### src/rtl/wb_trace_reader.sv
// Register-file write-back trace capture: filters processor writes into a FIFO
// that a consumer drains; an arm/disarm/halt FSM gates capture and counts overflow drops.
module wb_trace_reader #(
  parameter int DEPTH       = 8,
  parameter bit STOP_ON_OVF = 1'b1
) (
  input  logic                     clk_i,
  input  logic                     rst_ni,
  input  logic                     arm_i,
  input  logic                     disarm_i,
  input  logic                     wr_en_i,
  input  logic [4:0]               wr_reg_i,
  input  logic [31:0]              wr_data_i,
  input  logic [11:0]              wr_pc_i,
  output logic                     trace_valid_o,
  input  logic                     trace_ready_i,
  output logic [11:0]              trace_pc_o,
  output logic [4:0]               trace_reg_o,
  output logic [31:0]              trace_data_o,
  output logic [$clog2(DEPTH):0]   count_o,
  output logic [7:0]               drops_o,
  output logic [1:0]               state_o
);

  localparam int AW = $clog2(DEPTH);
  localparam logic [AW:0] FULL_CNT = (AW+1)'(DEPTH);

  typedef enum logic [1:0] {
    IDLE   = 2'b00,
    ARMED  = 2'b01,
    HALTED = 2'b10
  } state_e;

  state_e          state_q, state_d;
  logic [AW-1:0]   wr_ptr_q, wr_ptr_d;
  logic [AW-1:0]   rd_ptr_q, rd_ptr_d;
  logic [AW:0]     count_q, count_d;
  logic [7:0]      drops_q, drops_d;
  logic [48:0]     mem_q [DEPTH];
  logic [48:0]     head;

  logic capture, pop, full, push, drop;

  assign full    = (count_q == FULL_CNT);
  assign capture = (state_q == ARMED) && wr_en_i && (wr_reg_i != 5'd0);
  assign pop     = (count_q != '0) && trace_ready_i;
  // A pop on the same edge frees the slot, so a full FIFO still accepts the write.
  assign push    = capture && (!full || pop);
  assign drop    = capture && full && !pop;

  always_comb begin
    state_d  = state_q;
    drops_d  = drops_q;
    wr_ptr_d = wr_ptr_q;
    rd_ptr_d = rd_ptr_q;
    count_d  = count_q;

    if (disarm_i) begin
      state_d = IDLE;
    end else begin
      unique case (state_q)
        IDLE, HALTED: begin
          if (arm_i) begin
            state_d = ARMED;
            drops_d = 8'd0;
          end
        end
        ARMED: begin
          if (drop && STOP_ON_OVF) state_d = HALTED;
        end
        default: state_d = IDLE;
      endcase
    end

    if (drop && (drops_q != 8'hFF)) drops_d = drops_q + 8'd1;

    if (push) wr_ptr_d = wr_ptr_q + AW'(1);
    if (pop)  rd_ptr_d = rd_ptr_q + AW'(1);

    unique case ({push, pop})
      2'b10:   count_d = count_q + (AW+1)'(1);
      2'b01:   count_d = count_q - (AW+1)'(1);
      default: count_d = count_q;
    endcase
  end

  always_ff @(posedge clk_i or negedge rst_ni) begin
    if (!rst_ni) begin
      state_q  <= IDLE;
      wr_ptr_q <= '0;
      rd_ptr_q <= '0;
      count_q  <= '0;
      drops_q  <= 8'd0;
    end else begin
      state_q  <= state_d;
      wr_ptr_q <= wr_ptr_d;
      rd_ptr_q <= rd_ptr_d;
      count_q  <= count_d;
      drops_q  <= drops_d;
    end
  end

  // Storage needs no reset: an empty FIFO masks the head to zero.
  always_ff @(posedge clk_i) begin
    if (push) mem_q[wr_ptr_q] <= {wr_pc_i, wr_reg_i, wr_data_i};
  end

  assign head          = (count_q != '0) ? mem_q[rd_ptr_q] : '0;
  assign trace_valid_o = (count_q != '0);
  assign trace_pc_o    = head[48:37];
  assign trace_reg_o   = head[36:32];
  assign trace_data_o  = head[31:0];
  assign count_o       = count_q;
  assign drops_o       = drops_q;
  assign state_o       = state_q;

endmodule

### config.mk
export PLATFORM = sky130hd
export DESIGN_NAME = wb_trace_reader
export DESIGN_NICKNAME = d
export VERILOG_FILES = /design/src/rtl/wb_trace_reader.sv
export SDC_FILE = /design/constraint.sdc
export NUM_CORES = 1
export LEC_CHECK = 0
export ABC_AREA = 1
export CAP_MARGIN = 20
export CELL_PAD_IN_SITES_DETAIL_PLACEMENT = 0
export CELL_PAD_IN_SITES_GLOBAL_PLACEMENT = 1
export CORE_ASPECT_RATIO = 2
export CORE_UTILIZATION = 43
export CTS_CLUSTER_SIZE = 12
export DETAILED_ROUTE_END_ITERATION = 8
export HOLD_SLACK_MARGIN = 0.02
export PLACE_DENSITY = 0.76
export SYNTH_ARGS = -nofsm -noshare
export SYNTH_HDL_FRONTEND = slang
export SYNTH_SLANG_ARGS = --single-unit
### constraint.sdc
create_clock -name clk_i -period 4.5 [get_ports clk_i]
set_input_delay 1.35 -clock clk_i [delete_from_list [all_inputs] [get_ports clk_i]]
set_output_delay 1.35 -clock clk_i [all_outputs]
set_load 0.05 [all_outputs]
==> results of run 1 <==
==> power by group <==
group / total (W) / leakage, nW / internal [W] / switching, W
clock network: 0.00296 / 0.530 / 0.00166 / 0.00130
registers: 0.00456 / 3.79 / 0.00442 / 0.000141
logic: 0.00656 / 2.33 / 0.00226 / 0.00431
total: 0.0141 / 6.64 / 0.00833 / 0.00575
==> worst paths after layout <==
check,start,end,cells after the start
min in group asynchronous,rst_ni,drops_o[0],1
max in group asynchronous,rst_ni,rd_ptr_q[0],2
worst min register to register,state_o[1],state_o[1],1
worst max-delay path,rd_ptr_q[0],trace_data_o[23],8
worst min-delay path,state_o[1],state_o[1],1
worst max register to register,count_o[0],count_o[2],13
==> metal layers <==
layer | wire (microns) | global-route usage, % | vias up
met5 | 12 | 0 | -
met4 | 949 | 6.69 | 2
met3 | 1400 | 2.84 | 59
met2 | 21500 | 38.1 | 210
met1 | 14300 | 21.5 | 5269
li1 | - | - | 5026
==> cell usage after synthesis <==
library cell  number  area [sq um]
a21oi_1            2          10.0
and3_1             1          6.26
buf_1              6          22.5
buf_12             1          20.0
buf_2             22           110
buf_4              7          52.6
buf_6              7          78.8
buf_8              1          15.0
clkbuf_1          37           139
clkbuf_4           1          7.51
dfrtp_1           20           500
edfxtp_1         392         11800
ha_1               6          75.1
inv_1             18          67.6
inv_4              1          6.26
nand2_1           42           158
nand2_2            1          6.26
nand3_1           21           105
nand3b_1           3          22.5
nand4_1            6          37.5
nand4_2            1          12.5
nor2_1           407          1530
nor2_2             1          6.26
nor3_1             2          10.0
o21a_1             1          7.51
o21ai_0          250          1250
o21ai_1           96           480
o21bai_1           1          7.51
o31ai_1            1          7.51
or2_2              2          12.5
xnor2_1            1          8.76
xor2_1             5          43.8
==> area by class of cell <==
| type | count | area, sq um |
|---|---|---|
| inverter | 19 | 76.3 |
| fill | 3210 | 18300 |
| timing repair buffer | 147 | 1820 |
| multi-input combinational | 850 | 3870 |
| clock buffer | 57 | 1090 |
| tap | 515 | 644 |
| clock inverter | 2 | 8.76 |
| sequential | 412 | 12300 |
==> cells in the final DEF (no fill, tap or decap), types with 2 or more instances in the layout <==
cell type and instances:
or2_2 2, nand2_1 42, dfrtp_4 2, nor2_1 401, dfrtp_1 17, o21ai_1 96, clkbuf_1 16, ha_1 6
nand4_1 6, inv_1 17, edfxtp_1 392, o21ai_0 250, buf_4 21, xor2_1 5, clkbuf_16 41, a21oi_1 2
buf_12 38, nor2_4 6, nand3_1 20, nand3b_1 3, clkdlybuf4s50_1 86, nor3_4 2
==> sequential cells by signal, summed over array words and instances, names as in the netlist <==
signal    count
drops_o       8
mem_q       392
wr_ptr_q      3
state_o       2
rd_ptr_q      3
count_o       4
==> logic make-up (layout without fill, tap and decap cells) <==
logic type,Yosys count,after routing
compound gates,351,351
xor+xnor,6,6
fa+ha+maj,6,6
buf+inv,101,225
flops,412,412
simple gates,487,487
==> worst register-to-register path, stage by stage (launching register included) <==
cell	delay, ns
dfrtp_1	0.45
nor2_1	0.10
nand3_2	0.09
buf_4	0.39
nand2_1	0.20
inv_1	0.18
ha_1	0.25
nand2_1	0.09
inv_1	0.06
nor2_1	0.06
ha_1	0.18
a21oi_1	0.15
xor2_1	0.18
o21ai_0	0.09
==> through the flow <==
step,hold WS (ns),worst slack [ns]
5_1_grt,0.548,0.00197
3_3_place_gp,0.515,0.556
3_5_place_dp,0.511,0.511
6_report,0.520,0.130
2_1_floorplan,0.499,0.0532
4_1_cts,0.528,0.0868
==> timing repair <==
| action | CTS | global route |
|---|---|---|
| buffers inserted | 0 | 1 |
| endpoints found under the setup margin | 0 | 5 |
| gates resized for setup | 0 | 1 |
==> results by group, run 1 <==
Run status
  – Status: completed

Critical path
  – Endpoint type of the worst setup path: primary output
  – Kind of cell adding the most delay to the critical path: buffers and inverters
  – Startpoint type of the worst setup path: flop
  – Required time of the critical path: 3.15 ns
  – Number of buffer and inverter stages on the critical path: 2
  – Arrival time worst endpoint: 3.02 ns
  – Worst Setup Path Type: reg -> out
  – Highest-delay cell along the critical path: clkdlybuf4s50_1
  – Cell breakdown of the critical path: buf_12 > nor2_1 > nor2_1 > o21ai_0 > o21ai_0 > o21ai_0 > nor2_1 > clkdlybuf4s50_1
  – Maximum fanout along the worst path: 103
  – Largest incremental delay on the critical path: 0.86 ns
  – Reg-to-reg slack, setup: 1.90 ns

Final layout
  – Final cell utilization of the core: 52.0%
  – Number of diodes: 0
  – Total number of nets in the final design: 1531
  – Post-route cell area: 0.0198 sq mm
  – Share of cells above drive strength 1: 8.20%
  – Count of placed standard cells in the final layout, fillers left out: 2002
  – Area growth from synthesis to final layout: 19.3%

Synth
  – Synth Area in Compound Gates: 10.6%
  – Number of synthesized register bits: 412
  – Share of synthesized area occupied by flip-flops and latches: 74.0%
  – Gate count of the mapped netlist: 1363
  – Unique masters post-synth: 32
  – Main combinational cell family by area after synthesis: simple AND/OR/NAND/NOR gates
  – Synthesized-area fraction occupied by adder cells: 0.453%
  – Fraction of synthesized area in multiplexers: 0%
  – Synth Area in Simple Gates: 11.5%
  – Average cell area after synthesis: 12.2 sq um
  – Post-synth net total: 1424
  – Cell area after technology mapping: 0.0166 sq mm
  – Number of warnings issued by yosys: 0
  – Post-Synth XOR/XNOR Area: 0.317%

Job
  – Max capacitance violation total: 0

STA
  – Actual transition at the worst max-transition pin: 0.735 ns
  – Normalized max-slew margin: 51.0%
  – Number of hold violations in the final report: 0
  – Maximum clock frequency: 0.229 GHz
  – Tcrit/Tclk final: 97.1%
  – Min Clock Period, post-route: 4.37 ns
  – Setup TNS after final layout: 0 ns
  – Final number of setup-violating endpoints: 0
  – Setup skew after layout: 0.0162 ns
  – Fin. max-slew vios: 0
  – Unrepaired setup endpoints after global routing: no

Clock network
  – Buffer cell driving the clock tree root: clkbuf_16
  – Quantity of hold-fixing buffers added after cts: 0
  – Max Buffers Root-to-Sink: 3
  – Number of clock sinks: 412
  – Number of buffers created by CTS: 40
  – Clock latency on the worst-skew pair: 0.53 ns
  – H-tree depth: 2
  – Clock transition at the registers of the reported paths: 0.06 ns
  – Clock tree from TritonCTS: done

Global route
  – Antenna violations before repair: 1
  – Vias in the first global route: 10593
  – Pin count of the biggest net entering global routing: 104
  – GR Util All Layers: 19.7%
  – Global-route wire length before repair: 58600 microns
  – Global route overflow: 0

Floorplan
  – Die width: 141 microns
  – Die Y-Extent: 280 microns
  – Total Die Area: 0.0394 sq mm
  – Total I/O pin count: 119
  – Starting Density: 43.6%
  – Area of the core: 0.0380 sq mm
  – Std cell rows: 101

Pwr
  – Total power per unit cell area: 712 mW/mm^2
  – Leakage: 6.64 nW
  – Worst VDD drop: 0.000661 V
  – Overall power after layout: 0.0141 W

Placement
  – Placed cell count: 1941
  – Area after DPL: 0.0186 sq mm
  – Final weighted congestion of routability-driven global placement: 0.736
  – Number of port buffers: 118
  – Final HPWL from detailed placement: 21500 microns

Min path
  – Type of the most critical hold path: reg -> reg

Route
  – Detail Route Antenna Nets: 0
  – Drt drc: 0
  – Detailed-router iteration count before antenna repair: 5
  – Final WL: 38200 microns
  – Post-detailed-route via-to-cell ratio: 5.28
  – Drt first-iter violations: 645
  – Detail-routed net length per standard cell: 19.1 microns
  – Total via count after detailed routing: 10566
No activity file was read; power rests on OpenSTA's default activity.
==> run 2, diff against run 1 <==
--- a/config.mk
+++ b/config.mk
@@ -9,7 +9,7 @@
 export CAP_MARGIN = 20
 export CELL_PAD_IN_SITES_DETAIL_PLACEMENT = 0
 export CELL_PAD_IN_SITES_GLOBAL_PLACEMENT = 1
-export CORE_ASPECT_RATIO = 2
+export CORE_ASPECT_RATIO = 0.9
 export CORE_UTILIZATION = 43
 export CTS_CLUSTER_SIZE = 12
 export DETAILED_ROUTE_END_ITERATION = 8
==> results by group, run 2 (synthesized netlist as in run 1, its figures left out) <==
Run status
  – Status: completed (unchanged)

Placement
  – Final HPWL from detailed placement: 19700 microns (was 21500 microns)
  – Number of port buffers: 118 (unchanged)
  – Final weighted congestion of routability-driven global placement: 0.766 (was 0.736)

Clock network
  – Clock transition at the registers of the reported paths: 0.06 ns (about the same)
  – Max Buffers Root-to-Sink: 3 (unchanged)
  – Number of clock sinks: 412 (unchanged)
  – Buffer cell driving the clock tree root: clkbuf_16 (unchanged)
  – Clock latency on the worst-skew pair: 0.53 ns (about the same)
  – Clock tree from TritonCTS: done (unchanged)
  – Number of buffers created by CTS: 43 (was 40)
  – H-tree depth: 2 (unchanged)

Final layout
  – Register with the most flip-flops: mem_q (unchanged)
  – Fill cells: 3116 (was 3210)
  – Share of cells above drive strength 1: 9.29% (was 8.20%)
  – Total number of nets in the final design: 1528 (was 1531)
  – Max reg flops: 392 (unchanged)
  – Most common cell after layout, fill and taps aside: nor2_1 (unchanged)
  – Number of diodes: 0 (unchanged)
  – Top library cells by usage in the layout, fill and taps aside: nor2_1 (401), edfxtp_1 (392), o21ai_0 (250), o21ai_1 (96), clkdlybuf4s50_1 (70) (was nor2_1 (401), edfxtp_1 (392), o21ai_0 (250), o21ai_1 (96), clkdlybuf4s50_1 (86))
  – Area growth from synthesis to final layout: 19.5% (was 19.3%)
  – Final cell utilization of the core: 52.6% (was 52.0%)

Critical path
  – Number of buffer and inverter stages on the critical path: 3 (was 2)
  – Largest incremental delay on the critical path: 0.61 ns (was 0.86 ns)
  – Cell breakdown of the critical path: inv_6 > buf_16 > o21ai_0 > o21ai_0 > o21ai_0 > nor2_1 > buf_12 (was buf_12 > nor2_1 > nor2_1 > o21ai_0 > o21ai_0 > o21ai_0 > nor2_1 > clkdlybuf4s50_1)
  – Startpoint type of the worst setup path: flop (unchanged)
  – Worst Setup Path Type: reg -> out (unchanged)
  – Kind of cell adding the most delay to the critical path: buffers and inverters (unchanged)
  – Most prevalent standard cell on the critical path: o21ai_0
  – Highest-delay cell along the critical path: dfrtp_4 (was clkdlybuf4s50_1)
  – Endpoint type of the worst setup path: primary output (unchanged)
  – Required time of the critical path: 3.15 ns (about the same)
  – Maximum fanout along the worst path: 173 (was 103)
  – Arrival time worst endpoint: 2.89 ns (was 3.02 ns)

Pwr
  – Overall power after layout: 0.0142 W (was 0.0141 W)
  – Sw Ratio: 40.4% (was 40.8%)
  – Fraction of power consumed by combinational cells: 45.2% (was 46.6%)
  – Worst VDD drop: 0.000554 V (was 0.000661 V)
  – Total power per unit cell area: 717 mW/mm^2 (was 712 mW/mm^2)
  – Reported net switching power: 0.00574 W (was 0.00575 W)
  – Leakage: 6.72 nW (was 6.64 nW)
  – Clock power share: 22.3% (was 21.0%)
  – Reg power frac: 32.5% (was 32.4%)
  – P_int: 0.00846 W (was 0.00833 W)

Route
  – Final WL: 36400 microns (was 38200 microns)
  – Detail Route Antenna Nets: 0 (unchanged)
  – Total via count after detailed routing: 10447 (was 10566)
  – Drt first-iter violations: 829 (was 645)
  – Detailed-router iteration count before antenna repair: 5 (unchanged)
  – Detail-routed net length per standard cell: 18.4 microns (was 19.1 microns)
  – Post-detailed-route via-to-cell ratio: 5.28 (about the same)
  – Drt drc: 0 (unchanged)

STA
  – Actual transition at the worst max-transition pin: 0.725 ns (was 0.735 ns)
  – Setup TNS after final layout: 0 ns (unchanged)
  – Setup skew after layout: 0.0109 ns (was 0.0162 ns)
  – Tcrit/Tclk final: 94.3% (was 97.1%)
  – Min Clock Period, post-route: 4.24 ns (was 4.37 ns)
  – Maximum clock frequency: 0.236 GHz (was 0.229 GHz)
  – Normalized max-slew margin: 51.6% (was 51.0%)
  – Number of hold violations in the final report: 0 (unchanged)
  – Fin. max-slew vios: 0 (unchanged)
  – Unrepaired setup endpoints after global routing: no (unchanged)
  – Final number of setup-violating endpoints: 0 (unchanged)

Global route
  – Antenna violations before repair: 0 (was 1)
  – Global route overflow: 0 (unchanged)
  – GR Util All Layers: 18.7% (was 19.7%)
  – Pin count of the biggest net entering global routing: 174 (was 104)
  – Vias in the first global route: 10192 (was 10593)
  – Global-route wire length before repair: 57400 microns (was 58600 microns)

Floorplan
  – Die width: 209 microns (was 141 microns)
  – Total Die Area: 0.0394 sq mm (about the same)
  – Total I/O pin count: 119 (unchanged)
  – Std cell rows: 67 (was 101)
  – Area of the core: 0.0376 sq mm (was 0.0380 sq mm)
  – Die Y-Extent: 188 microns (was 280 microns)
  – Starting Density: 44.1% (was 43.6%)

Min path
  – Type of the most critical hold path: reg -> reg (unchanged)

Job
  – Max capacitance violation total: 0 (unchanged)
## run 2: cell count changes in the layout (fill, tap and decap cells not counted), sizes merged
cell,delta
clkinv,+11
clkdlybuf4s50,-16
clkbuf,+5
buf,+9
## run 2: tightest hold or removal path: cells and delay by family (launching register included)
kind | cells | cell delay [ns]
DFF | 1 | 0.40
and+or+nand+nor | 2 | 0.12
## run 2: final cells by class
| type | instances | area (sq um) | area share [%] |
|---|---|---|---|
| flip-flops and latches | 412 | 12300 | 62.0 |
| well taps | 483 | 604 | 3.05 |
| multi-input cells | 850 | 3870 | 19.5 |
| clock inverters | 13 | 53.8 | 0.271 |
| repair buffers | 141 | 1750 | 8.81 |
| inverters | 19 | 76.3 | 0.385 |
| clock buffers | 61 | 1190 | 5.99 |
## run 2: final timing paths
path / startpoint / depth (start not counted) / end / slack [ns]
min in group asynchronous: rst_ni / 1 / drops_o[1] / 1.04
max in group asynchronous: rst_ni / 2 / rd_ptr_q[0] / 3.04
max reg2reg: count_o[0] / 13 / count_o[2] / 1.52
min: count_o[3] / 2 / count_o[3] / 0.54
min reg2reg: count_o[3] / 2 / count_o[3] / 0.54
max: rd_ptr_q[0] / 7 / trace_data_o[2] / 0.26
## run 2: through the flow
step / instance area [sq um] / cells / hold WS (ns) / setup WS [ns]
2_1_floorplan: 16600 / 1363 / 0.499 / 0.0532
3_3_place_gp: 18500 / 1904 / 0.529 / 0.640
3_5_place_dp: 18500 / 1904 / 0.523 / 0.588
4_1_cts: 19800 / 1978 / 0.539 / 0.155
5_1_grt: 19800 / 1979 / 0.568 / 0.0329
6_report: 19800 / 1979 / 0.544 / 0.256
## run 2: per-layer routing
layer  up-vias  track usage [%]  share of wire [%]
met5         -                0                  0
met4         0             5.18                2.0
met3        57             2.48                5.1
met2       292             29.4                 46
met1      5051             27.4                 47
li1       5047                -                  -
## run 2: power by group through the flow
stage          Combinational (W)  Clock (W)  Sequential [W]
4_1_cts                  0.00649    0.00322         0.00462
3_5_place_dp             0.00648          0         0.00469
6_report                 0.00642    0.00316         0.00461
3_3_place_gp             0.00644          0         0.00469
5_1_grt                  0.00695    0.00338         0.00464
2_1_floorplan            0.00413          0         0.00464
## run 2: what timing repair did
action | 4_1_cts | 5_1_grt
setup endpoints to repair | 0 | 3
gates resized for setup | 0 | 1
buffers inserted | 0 | 0
endpoints found under the hold margin | 0 | 0
hold buffers | 0 | 0
==> run 3, diff against run 2 <==
--- a/config.mk
+++ b/config.mk
@@ -10,11 +10,11 @@
 export CELL_PAD_IN_SITES_DETAIL_PLACEMENT = 0
 export CELL_PAD_IN_SITES_GLOBAL_PLACEMENT = 1
 export CORE_ASPECT_RATIO = 0.9
-export CORE_UTILIZATION = 43
+export CORE_UTILIZATION = 25
 export CTS_CLUSTER_SIZE = 12
 export DETAILED_ROUTE_END_ITERATION = 8
 export HOLD_SLACK_MARGIN = 0.02
-export PLACE_DENSITY = 0.76
+export PLACE_DENSITY = 0.5
 export SYNTH_ARGS = -nofsm -noshare
 export SYNTH_HDL_FRONTEND = slang
 export SYNTH_SLANG_ARGS = --single-unit
==> results by group, run 3 (synthesized netlist as in run 1, its figures left out) <==
Job
  – Max capacitance violation total: 0 (unchanged)

Final layout
  – Fill cells: 6495 (was 3116)
  – Number of diodes: 0 (unchanged)
  – Top library cells by usage in the layout, fill and taps aside: nor2_1 (401), edfxtp_1 (392), o21ai_0 (250), o21ai_1 (96), clkdlybuf4s50_1 (75) (was nor2_1 (401), edfxtp_1 (392), o21ai_0 (250), o21ai_1 (96), clkdlybuf4s50_1 (70))
  – Area growth from synthesis to final layout: 25.0% (was 19.5%)
  – Post-route cell area: 0.0207 sq mm (was 0.0198 sq mm)
  – Register with the most flip-flops: mem_q (unchanged)
  – Most common cell after layout, fill and taps aside: nor2_1 (unchanged)
  – Total number of nets in the final design: 1537 (was 1528)
  – Max reg flops: 392 (unchanged)
  – Share of cells above drive strength 1: 9.79% (was 9.29%)

STA
  – Setup skew after layout: 0.0202 ns (was 0.0109 ns)
  – Normalized max-slew margin: 46.2% (was 51.6%)
  – Unrepaired setup endpoints after global routing: yes (was no)
  – Fin. max-slew vios: 0 (unchanged)
  – Tcrit/Tclk final: 96.3% (was 94.3%)
  – Number of hold violations in the final report: 0 (unchanged)
  – Final number of setup-violating endpoints: 0 (unchanged)
  – Maximum clock frequency: 0.231 GHz (was 0.236 GHz)
  – Actual transition at the worst max-transition pin: 0.805 ns (was 0.725 ns)
  – Min Clock Period, post-route: 4.34 ns (was 4.24 ns)
  – Setup TNS after final layout: 0 ns (unchanged)
  – Final setup slack of the worst path: 0.165 ns (was 0.256 ns)

Placement
  – Area after DPL: 0.0192 sq mm (was 0.0185 sq mm)
  – Placement Setup Slack: 0.582 ns (was 0.588 ns)
  – Final HPWL from detailed placement: 23300 microns (was 19700 microns)
  – Number of port buffers: 118 (unchanged)
  – Final weighted congestion of routability-driven global placement: 0.695 (was 0.766)

Min path
  – Type of the most critical hold path: reg -> reg (unchanged)

Global route
  – Vias in the first global route: 10455 (was 10192)
  – Antenna violations before repair: 1 (was 0)
  – Pin count of the biggest net entering global routing: 162 (was 174)
  – Global route overflow: 0 (unchanged)
  – Global-route wire length before repair: 64300 microns (was 57400 microns)
  – GR Util All Layers: 12.5% (was 18.7%)

Clock network
  – Clock tree from TritonCTS: done (unchanged)
  – Max Buffers Root-to-Sink: 3 (unchanged)
  – Quantity of hold-fixing buffers added after cts: 0 (unchanged)
  – Number of clock sinks: 412 (unchanged)
  – Buffer cell driving the clock tree root: clkbuf_16 (unchanged)
  – Clock transition at the registers of the reported paths: 0.06 ns (about the same)
  – H-tree depth: 2 (unchanged)
  – Number of buffers created by CTS: 47 (was 43)
  – Postcts setup bufs: 0 (unchanged)
  – Clock latency on the worst-skew pair: 0.58 ns (was 0.53 ns)

Floorplan
  – Total Die Area: 0.0674 sq mm (was 0.0394 sq mm)
  – Area of the core: 0.0656 sq mm (was 0.0376 sq mm)
  – Std cell rows: 89 (was 67)
  – Die Y-Extent: 246 microns (was 188 microns)
  – Die width: 274 microns (was 209 microns)
  – Total I/O pin count: 119 (unchanged)
  – Starting Density: 25.3% (was 44.1%)

Route
  – Detail-routed net length per standard cell: 17.8 microns (was 18.4 microns)
  – Detail Route Antenna Nets: 0 (unchanged)
  – Drt first-iter violations: 588 (was 829)
  – Detailed-router iteration count before antenna repair: 5 (unchanged)
  – Drt drc: 0 (unchanged)
  – Final WL: 42400 microns (was 36400 microns)
  – Total via count after detailed routing: 10343 (was 10447)
  – Post-detailed-route via-to-cell ratio: 4.35 (was 5.28)

Pwr
  – Worst VDD drop: 0.000673 V (was 0.000554 V)
  – Total power per unit cell area: 733 mW/mm^2 (was 717 mW/mm^2)
  – Leakage: 6.91 nW (was 6.72 nW)

Critical path
  – Worst Setup Path Type: reg -> out (unchanged)
  – Required time of the critical path: 3.15 ns (about the same)
  – Arrival time worst endpoint: 2.99 ns (was 2.89 ns)
  – Startpoint type of the worst setup path: flop (unchanged)
  – Endpoint type of the worst setup path: primary output (unchanged)
  – Maximum fanout along the worst path: 80 (was 173)

Run status
  – Status: completed (unchanged)
[run 3: final cells by class]
type	instances	area, sq um	share of cell area (%)
Multi-Input combinational cell	850	3870	18.7
Timing Repair Buffer	146	1910	9.21
Clock inverter	23	265	1.28
Sequential cell	412	12300	59.2
Tap cell	864	1080	5.21
Clock buffer	62	1250	6.05
Inverter	19	78.8	0.380
[run 3: what timing repair did]
| action | 4_1_cts | 5_1_grt |
|---|---|---|
| cloned | 0 | 1 |
| resized for setup | 2 | 3 |
| endpoints found under the setup margin | 4 | 12 |
[run 3: metrics by stage]
step	hold WS, ns	util (%)	power, W	cells
floorplan	0.499	-	0.00877	1363
global placement	0.526	29.2	0.0116	2290
detailed placement	0.524	29.2	0.0116	2290
CTS	0.541	31.6	0.0154	2375
global route	0.575	31.6	0.0161	2376
finish	0.541	31.6	0.0152	2376
[run 3: layer usage]
metal / wire length, microns / global-route usage (%)
met5: 13 / 0
met4: 668 / 2.83
met3: 1750 / 2.70
met2: 19200 / 19.4
met1: 20700 / 17.6
[run 3: worst max-delay path, stage by stage (launching register included)]
cell and delay [ns]:
dfrtp_4 0.69, inv_8 0.36, buf_12 0.36, nor2_1 0.07
o21ai_0 0.16, o21ai_0 0.10, nor2_1 0.36, buf_4 0.29
[run 3: final timing paths]
path | startpoint | to | slack (ns) | cells after the start
max | rd_ptr_q[0] | trace_data_o[3] | 0.16 | 7
min | state_o[1] | state_o[1] | 0.54 | 1
max reg2reg | count_o[1] | count_o[2] | 1.51 | 13
min reg2reg | state_o[1] | state_o[1] | 0.54 | 1
max in group asynchronous | rst_ni | count_o[3] | 2.63 | 2
min in group asynchronous | rst_ni | drops_o[4] | 1.24 | 1
[run 3: report_power, final]
group	internal, W	switching [W]	total (W)
Clock	0.00229	0.00150	0.00379
Combinational	0.00239	0.00438	0.00678
Sequential	0.00442	0.000212	0.00463
Total	0.00911	0.00610	0.0152
